`src/rtl/fp16_pkg.sv`:
```
// rtl/fp16_pkg.sv - shared binary16 constants and FSM state type for fp16_sub_seq
package fp16_pkg;

  localparam int EXP_W = 5;
  localparam int MAN_W = 10;
  localparam int BIAS  = 15;

  localparam logic [15:0] QNAN = 16'h7E00;
  localparam logic [15:0] PINF = 16'h7C00;

  // ROUND is only reachable when FP16_SUB_ROUND_EN is defined
  typedef enum logic [2:0] {
    IDLE,
    ALIGN,
    SUB,
    NORM,
    ROUND,
    DONE
  } state_e;

endpackage

```
`src/rtl/fp16_cla16.sv`:
```
// rtl/fp16_cla16.sv - 16-bit adder built from 4-bit carry-lookahead groups
module fp16_cla16 (
  input  logic [15:0] a_i,
  input  logic [15:0] b_i,
  input  logic        cin_i,
  output logic [15:0] sum_o,
  output logic        cout_o
);

  logic [15:0] g;
  logic [15:0] p;

  assign g = a_i & b_i;
  assign p = a_i ^ b_i;

  // Each bit's carry comes from its group's prefix generate/propagate and the group carry-in
  always_comb begin
    logic cg;
    logic gg;
    logic pp;
    logic ci;
    sum_o = '0;
    cg    = cin_i;
    gg    = 1'b0;
    pp    = 1'b1;
    ci    = 1'b0;
    for (int k = 0; k < 4; k++) begin
      gg = 1'b0;
      pp = 1'b1;
      for (int i = 0; i < 4; i++) begin
        ci               = gg | (pp & cg);
        sum_o[4*k+i]     = p[4*k+i] ^ ci;
        gg               = g[4*k+i] | (p[4*k+i] & gg);
        pp               = pp & p[4*k+i];
      end
      cg = gg | (pp & cg);
    end
    cout_o = cg;
  end

endmodule

```
`src/rtl/fp16_unpack.sv`:
```
// rtl/fp16_unpack.sv - combinational binary16 field split, hidden bit insertion, denormal flush
module fp16_unpack #(
  parameter int EXP_W = 5,
  parameter int MAN_W = 10
) (
  input  logic [EXP_W+MAN_W:0] x_i,
  output logic                 sign_o,
  output logic [EXP_W-1:0]     exp_o,
  output logic [MAN_W:0]       sig_o,
  output logic                 is_zero_o,
  output logic                 is_special_o
);

  assign sign_o       = x_i[EXP_W+MAN_W];
  assign exp_o        = x_i[EXP_W+MAN_W-1:MAN_W];
  assign is_zero_o    = (exp_o == '0);
  assign is_special_o = (exp_o == '1);
  // Zero exponent flushes the whole operand (denormals included) to zero
  assign sig_o        = is_zero_o ? '0 : {1'b1, x_i[MAN_W-1:0]};

endmodule

```
`src/rtl/fp16_sub_seq.sv`:
```
// rtl/fp16_sub_seq.sv - multi-cycle binary16 subtractor y = a - b; FP16_SUB_ROUND_EN adds RNE rounding
module fp16_sub_seq #(
  parameter int EXP_W = fp16_pkg::EXP_W,
  parameter int MAN_W = fp16_pkg::MAN_W
) (
  input  logic                 clk,
  input  logic                 rst,
  input  logic                 in_valid,
  output logic                 in_ready,
  input  logic [EXP_W+MAN_W:0] a,
  input  logic [EXP_W+MAN_W:0] b,
  output logic                 out_valid,
  input  logic                 out_ready,
  output logic [EXP_W+MAN_W:0] y,
  output logic                 overflow,
  output logic                 underflow
);
  import fp16_pkg::*;

  localparam int W       = EXP_W + MAN_W + 1;
  localparam int SIG_W   = MAN_W + 1;   // 1.M
  localparam int AL_W    = MAN_W + 4;   // 1.M plus guard, round, sticky
  localparam int MAG_W   = MAN_W + 5;   // aligned width plus carry-out
  localparam int EXP_MAX = 2 * BIAS + 1;

  state_e             state_q, state_d;
  logic [W-1:0]       a_q, a_d, b_q, b_d, y_q, y_d;
  logic               sign_q, sign_d, eff_sub_q, eff_sub_d;
  logic [EXP_W-1:0]   exp_q, exp_d;
  logic [AL_W-1:0]    ml_q, ml_d, ms_q, ms_d;
  logic [MAG_W-1:0]   mag_q, mag_d;
  logic               ovf_q, ovf_d, unf_q, unf_d;

  logic               sa, sb, za, zb, xa, xb;
  logic [EXP_W-1:0]   ea, eb;
  logic [SIG_W-1:0]   siga, sigb;

  fp16_unpack #(.EXP_W(EXP_W), .MAN_W(MAN_W)) u_unpack_a (
    .x_i(a_q), .sign_o(sa), .exp_o(ea), .sig_o(siga), .is_zero_o(za), .is_special_o(xa)
  );
  fp16_unpack #(.EXP_W(EXP_W), .MAN_W(MAN_W)) u_unpack_b (
    .x_i(b_q), .sign_o(sb), .exp_o(eb), .sig_o(sigb), .is_zero_o(zb), .is_special_o(xb)
  );

  logic [EXP_W+SIG_W-1:0] key_a, key_b;
  logic                   a_big, sign_l;
  logic [EXP_W-1:0]       exp_l, exp_s, diff;
  logic [SIG_W-1:0]       sig_l, sig_s;
  logic [2*AL_W-1:0]      ext;
  logic [AL_W-1:0]        al_s;

  // Pick the larger magnitude and right-align the smaller one, folding lost bits into sticky
  always_comb begin
    key_a  = za ? '0 : {ea, siga};
    key_b  = zb ? '0 : {eb, sigb};
    a_big  = (key_a >= key_b);
    exp_l  = a_big ? ea : eb;
    exp_s  = a_big ? eb : ea;
    sig_l  = a_big ? siga : sigb;
    sig_s  = a_big ? sigb : siga;
    sign_l = a_big ? sa : sb;
    diff   = exp_l - exp_s;
    ext    = {sig_s, 3'b000, {AL_W{1'b0}}} >> diff;
    if (diff > EXP_W'(AL_W - 1)) begin
      al_s = {{(AL_W-1){1'b0}}, |sig_s};
    end else begin
      al_s = ext[2*AL_W-1:AL_W] | {{(AL_W-1){1'b0}}, |ext[AL_W-1:0]};
    end
  end

  logic [15:0] add_a, add_b, add_sum;
  logic        add_cout, unused_cla;

  assign add_a = {2'b00, ml_q};
  assign add_b = eff_sub_q ? ~{2'b00, ms_q} : {2'b00, ms_q};

  // Larger-first ordering guarantees the subtract never goes negative
  fp16_cla16 u_cla (
    .a_i(add_a), .b_i(add_b), .cin_i(eff_sub_q), .sum_o(add_sum), .cout_o(add_cout)
  );
  assign unused_cla = ^{add_sum[15], add_cout};

  logic [MAG_W-1:0] n_mag;
  logic [EXP_W:0]   n_exp;
  logic             n_exit, n_ovf, n_unf;

  // One normalization step: carry -> shift right once; else shift left until the hidden bit lands
  always_comb begin
    n_mag  = mag_q;
    n_exp  = {1'b0, exp_q};
    n_exit = 1'b0;
    n_ovf  = 1'b0;
    n_unf  = 1'b0;
    if (mag_q[MAG_W-1]) begin
      n_mag  = {1'b0, mag_q[MAG_W-1:2], mag_q[1] | mag_q[0]};
      n_exp  = {1'b0, exp_q} + 1'b1;
      n_exit = 1'b1;
      n_ovf  = (n_exp == (EXP_W+1)'(EXP_MAX));
    end else if (mag_q[MAG_W-2]) begin
      n_exit = 1'b1;
    end else if (exp_q == EXP_W'(1)) begin
      n_exit = 1'b1;
      n_unf  = 1'b1;
    end else begin
      n_mag  = {mag_q[MAG_W-2:0], 1'b0};
      n_exp  = {1'b0, exp_q} - 1'b1;
      n_exit = mag_q[MAG_W-3];
    end
  end

`ifdef FP16_SUB_ROUND_EN
  logic             r_up;
  logic [SIG_W:0]   r_sig;
  logic [EXP_W:0]   r_exp;
  logic [MAN_W-1:0] r_man;

  // Round to nearest even from guard/round/sticky; a significand carry bumps the exponent
  always_comb begin
    r_up  = mag_q[2] & (mag_q[1] | mag_q[0] | mag_q[3]);
    r_sig = {1'b0, mag_q[MAG_W-2:3]} + {{SIG_W{1'b0}}, r_up};
    r_exp = {1'b0, exp_q} + {{EXP_W{1'b0}}, r_sig[SIG_W]};
    r_man = r_sig[SIG_W] ? '0 : r_sig[MAN_W-1:0];
  end
`endif

  // Next-state and datapath register updates for each FSM state
  always_comb begin
    state_d   = state_q;
    a_d       = a_q;
    b_d       = b_q;
    y_d       = y_q;
    sign_d    = sign_q;
    eff_sub_d = eff_sub_q;
    exp_d     = exp_q;
    ml_d      = ml_q;
    ms_d      = ms_q;
    mag_d     = mag_q;
    ovf_d     = ovf_q;
    unf_d     = unf_q;
    case (state_q)
      IDLE: begin
        if (in_valid) begin
          a_d     = a;
          b_d     = {~b[W-1], b[W-2:0]};
          state_d = ALIGN;
        end
      end
      ALIGN: begin
        if (xa || xb) begin
          y_d     = QNAN;
          ovf_d   = 1'b0;
          unf_d   = 1'b0;
          state_d = DONE;
        end else begin
          sign_d    = sign_l;
          eff_sub_d = sa ^ sb;
          exp_d     = exp_l;
          ml_d      = {sig_l, 3'b000};
          ms_d      = al_s;
          state_d   = SUB;
        end
      end
      SUB: begin
        mag_d = add_sum[MAG_W-1:0];
        if (add_sum[MAG_W-1:0] == '0) begin
          y_d     = '0;
          ovf_d   = 1'b0;
          unf_d   = 1'b0;
          state_d = DONE;
        end else begin
          state_d = NORM;
        end
      end
      NORM: begin
        mag_d = n_mag;
        exp_d = n_exp[EXP_W-1:0];
        if (n_exit) begin
          if (n_ovf) begin
            y_d     = {sign_q, PINF[W-2:0]};
            ovf_d   = 1'b1;
            unf_d   = 1'b0;
            state_d = DONE;
          end else if (n_unf) begin
            y_d     = {sign_q, {(W-1){1'b0}}};
            ovf_d   = 1'b0;
            unf_d   = 1'b1;
            state_d = DONE;
          end else begin
`ifdef FP16_SUB_ROUND_EN
            state_d = ROUND;
`else
            y_d     = {sign_q, n_exp[EXP_W-1:0], n_mag[MAG_W-3:3]};
            ovf_d   = 1'b0;
            unf_d   = 1'b0;
            state_d = DONE;
`endif
          end
        end
      end
`ifdef FP16_SUB_ROUND_EN
      ROUND: begin
        if (r_exp == (EXP_W+1)'(EXP_MAX)) begin
          y_d   = {sign_q, PINF[W-2:0]};
          ovf_d = 1'b1;
        end else begin
          y_d   = {sign_q, r_exp[EXP_W-1:0], r_man};
          ovf_d = 1'b0;
        end
        unf_d   = 1'b0;
        state_d = DONE;
      end
`endif
      DONE: begin
        if (out_ready) state_d = IDLE;
      end
      default: state_d = IDLE;
    endcase
  end

  // State and datapath registers; reset abandons any operation in flight
  always_ff @(posedge clk) begin
    if (rst) begin
      state_q   <= IDLE;
      a_q       <= '0;
      b_q       <= '0;
      y_q       <= '0;
      sign_q    <= 1'b0;
      eff_sub_q <= 1'b0;
      exp_q     <= '0;
      ml_q      <= '0;
      ms_q      <= '0;
      mag_q     <= '0;
      ovf_q     <= 1'b0;
      unf_q     <= 1'b0;
    end else begin
      state_q   <= state_d;
      a_q       <= a_d;
      b_q       <= b_d;
      y_q       <= y_d;
      sign_q    <= sign_d;
      eff_sub_q <= eff_sub_d;
      exp_q     <= exp_d;
      ml_q      <= ml_d;
      ms_q      <= ms_d;
      mag_q     <= mag_d;
      ovf_q     <= ovf_d;
      unf_q     <= unf_d;
    end
  end

  assign in_ready  = (state_q == IDLE);
  assign out_valid = (state_q == DONE);
  assign y         = y_q;
  assign overflow  = ovf_q;
  assign underflow = unf_q;

endmodule
```
`config.mk`:
```
export PLATFORM = sky130hd
export DESIGN_NAME = fp16_sub_seq
export DESIGN_NICKNAME = d
export VERILOG_FILES = /design/src/rtl/fp16_pkg.sv /design/src/rtl/fp16_cla16.sv /design/src/rtl/fp16_unpack.sv /design/src/rtl/fp16_sub_seq.sv
export SDC_FILE = /design/constraint.sdc
export NUM_CORES = 1
export LEC_CHECK = 0
export ABC_CLOCK_PERIOD_IN_PS = 12100
export BUFFER_PORTS_ARGS = -buffer_cell sky130_fd_sc_hd__buf_4
export CORE_MARGIN = 2
export CORE_UTILIZATION = 66
export DETAILED_ROUTE_END_ITERATION = 10
export HOLD_SLACK_MARGIN = 0.02
export PLACE_DENSITY = 0.87
export REMOVE_ABC_BUFFERS = 1
export SKIP_CTS_REPAIR_TIMING = 1
export SYNTH_ARGS = -nofsm -noshare
export SYNTH_HDL_FRONTEND = slang
export SYNTH_SLANG_ARGS = --single-unit
```
`constraint.sdc`:
```
create_clock -name clk -period 12.1 [get_ports clk]
set_clock_uncertainty 0.1 [all_clocks]
set_input_delay 1.21 -clock clk [delete_from_list [all_inputs] [get_ports clk]]
set_output_delay 1.21 -clock clk [all_outputs]
set_load 0.05 [all_outputs]
```
==> impl_metrics.env <==
export IMPL_cts_path_max_buffers=2
export IMPL_synth_top_area_frac=0.286
export IMPL_avgSynthCellArea_um2=7.42
export IMPL_synth_seq_cells=100
export IMPL_diodes=0
export IMPL_whs_ns=0.365
export IMPL_yosys_most_used_dff="dfxtp_1"
export IMPL_arrival_ns=6.10
export IMPL_rsz0062_at_grt="no"
export IMPL_viasPerCell=6.26
export IMPL_hold_start="ml_q[13]"
export IMPL_synth_area_top_cells="dfxtp_1 29%, nand2_1 8.9%, a21oi_1 7.1%"
export IMPL_cp_max_fo=39
export IMPL_drt_total_wl_um=17700
export IMPL_numPortBuffers=55
export IMPL_fin_ws_ns=6.17
export IMPL_ios=56
export IMPL_hpwlAfterDp_um=12900
export IMPL_r2r_end="ms_q[0]"
export IMPL_drt_iter0_markers=434
export IMPL_critical_path_class="reg -> reg"
export IMPL_finalPower_mw=1.32
export IMPL_min_period_over_period=0.490
export IMPL_synth_compound_area_frac=0.240
export IMPL_ant_nets=0
export IMPL_grt_util_all_layers=0.322
export IMPL_clkTransAtPathRegs_ns=0.10
export IMPL_numCtsBuffers=9
export IMPL_cts_tree="done"
export IMPL_dp_slack_ns=6.36
export IMPL_muxShareOfSynthArea=0.0714
export IMPL_nets=1019
export IMPL_grt_pass1_wl_um=30000
export IMPL_netlist_area_mm2=0.00701
export IMPL_rows=37
export IMPL_synth_top_family_by_area="compound AO/OA/AOI/OAI gates"
export IMPL_die_x_um=107
export IMPL_ys_seq_area_frac=0.286
export IMPL_worst_hold_path_endpoint="ml_q[13]"
export IMPL_synthArstFlopShare=0
export IMPL_grt_remaining_overflow=0
export IMPL_setup_viol_count_final=0
export IMPL_power_density_mw_per_mm2=175
export IMPL_yosysTopAreaCell="dfxtp_1"
export IMPL_grt_pass1_vias=6262
export IMPL_clk_latency_ns=0.39
export IMPL_vias=6809
export IMPL_drc_errors=0
export IMPL_maxSlewViolCount=0
export IMPL_clock_sinks=100
export IMPL_die_area_mm2=0.0115
export IMPL_fmax_mhz=169
export IMPL_hold_viol_final=0
export IMPL_nFillCells=864
export IMPL_p_leak_nw=3.07
export IMPL_critPathLaunchType="flop"
export IMPL_area_growth_pct=7.89
export IMPL_core_area_mm2=0.0103
export IMPL_drive_gt1_frac=0.116
export IMPL_dr_pass1_iters=5
export IMPL_relSlewSlack=0.262
export IMPL_syn_inst=945
export IMPL_yosys_warnings=0
export IMPL_htree_levels=3
export IMPL_r2r_start="b_q[12]"
export IMPL_status="finished clean"
export IMPL_drv_cap=0
export IMPL_grt_start_max_net_pins=48
export IMPL_final_cell_mix="167 x nand2_1, 101 x nor2_1, 100 x a21oi_1, 100 x dfxtp_1, 62 x buf_4"
export IMPL_layout_commonest_cell="nand2_1"
export IMPL_post_synth_num_cell_types=71
export IMPL_required_ns=12.27
export IMPL_finalCriticalPeriod_ns=5.93
export IMPL_ir_drop_mv=0.0820
export IMPL_cts_root_buf="clkbuf_8"
export IMPL_gp_congestion=0.992
export IMPL_initial_utilization=0.679
export IMPL_yosys_area_share_simple=0.236
export IMPL_post_drt_wl_per_cell_um=16.3
export IMPL_hp_class="reg -> reg"
export IMPL_whs_path_depth=2
export IMPL_tightest_slew_ns=1.11
export IMPL_die_h_um=107
export IMPL_synth_xor_area_frac=0.0412
export IMPL_synth_edf_count=0
export IMPL_rr_worst_depth=19
export IMPL_antenna_found_initial=0
export IMPL_crit_path_end_kind="flop"
export IMPL_synthAdderAreaFrac=0.0675
export IMPL_ff2ff_setup_slack_ns=6.17
export IMPL_fin_setup_tns_ns=0
[through the flow]
| stage | instances | util | area, um2 |
|---|---|---|---|
| detailed placement | 1072 | 0.713 | 7360 |
| CTS | 1088 | 0.733 | 7560 |
| global route | 1088 | 0.733 | 7560 |
| finish | 1088 | 0.733 | 7560 |
| floorplan | 874 | - | 6710 |
| global placement | 1072 | 0.713 | 7360 |
[routing by layer]
layer  vias to the layer above  global-route usage  routed length (um)
li1                       3351                   -                   -
met1                      3156               0.411                7580
met2                       243               0.538                8490
met3                        59              0.0389                1040
met4                         0               0.156                 626
met5                         -                   0                   0
[worst max path at each step]
| stage | slack [ns] | cells after the start | from | endpoint |
|---|---|---|---|---|
| global placement | 6.47 | 16 | b_q[12] | ms_q[0] |
| CTS | 6.30 | 19 | b_q[12] | ms_q[0] |
| floorplan | 7.01 | 15 | eff_sub_q | y[10] |
| detailed placement | 6.36 | 16 | b_q[12] | ms_q[0] |
| finish | 6.17 | 19 | b_q[12] | ms_q[0] |
| global route | 5.71 | 19 | b_q[12] | ms_q[0] |
[critical path, cell delays in order, from the launching register on]
cell and delay, ns:
dfxtp_1 0.54, nor3_1 0.08, nand2_1 0.44, clkinv_1 0.41
ha_1 0.41, nand4_1 0.12, nor4_1 0.58, a32oi_4 0.27
nand2_4 0.41, nor2_1 0.08, a22oi_1 0.21, ha_1 0.40
inv_1 0.45, nor2_1 0.09, o21ai_0 0.17, a21oi_1 0.12
a2111oi_0 0.45, o211ai_1 0.15, o311ai_0 0.14, a311oi_1 0.15
[where the power goes]
group	switching [mW]	internal (mW)
Clock	0.130	0.103
Combinational	0.416	0.247
Sequential	0.0538	0.372
Total	0.600	0.722
[kinds of logic (layout without fill, tap and decap cells)]
family	after synthesis	after routing
flops	100	100
simple gates	376	376
xor+xnor	33	33
mux	41	41
fa+ha+maj	36	36
compound gates	260	260
buf+inv	99	106
[sequential cells by signal, summed over array words and instances, names as in the netlist, 3 cells and up]
name and cells:
state_q 3, ms_q 14, y 16, mag_q 15, exp_q 5, a_q 16, ml_q 11, b_q 16
[cell usage after synthesis (all sizes together) (10+ instances only)]
master,instances
nor3,24
mux2i,26
nand2b,10
nor2b,10
xnor2,11
a211oi,20
clkbuf,59
buf,12
nand3,19
dfxtp,100
o21ai,49
inv,27
and2,12
o211ai,11
a21oi,101
nand2,168
nor2,102
ha,33
xor2,22
[cell type report]
class,count,area (um2),share of cell area
multi-input cells,746,4610,0.610
flip-flops and latches,100,2000,0.265
repair buffers,62,465,0.0615
well taps,136,170,0.0225
clock buffers,10,138,0.0182
inverters,28,108,0.0142
clock inverters,6,70.1,0.00926
No activity file was read; power rests on OpenSTA's default activity.
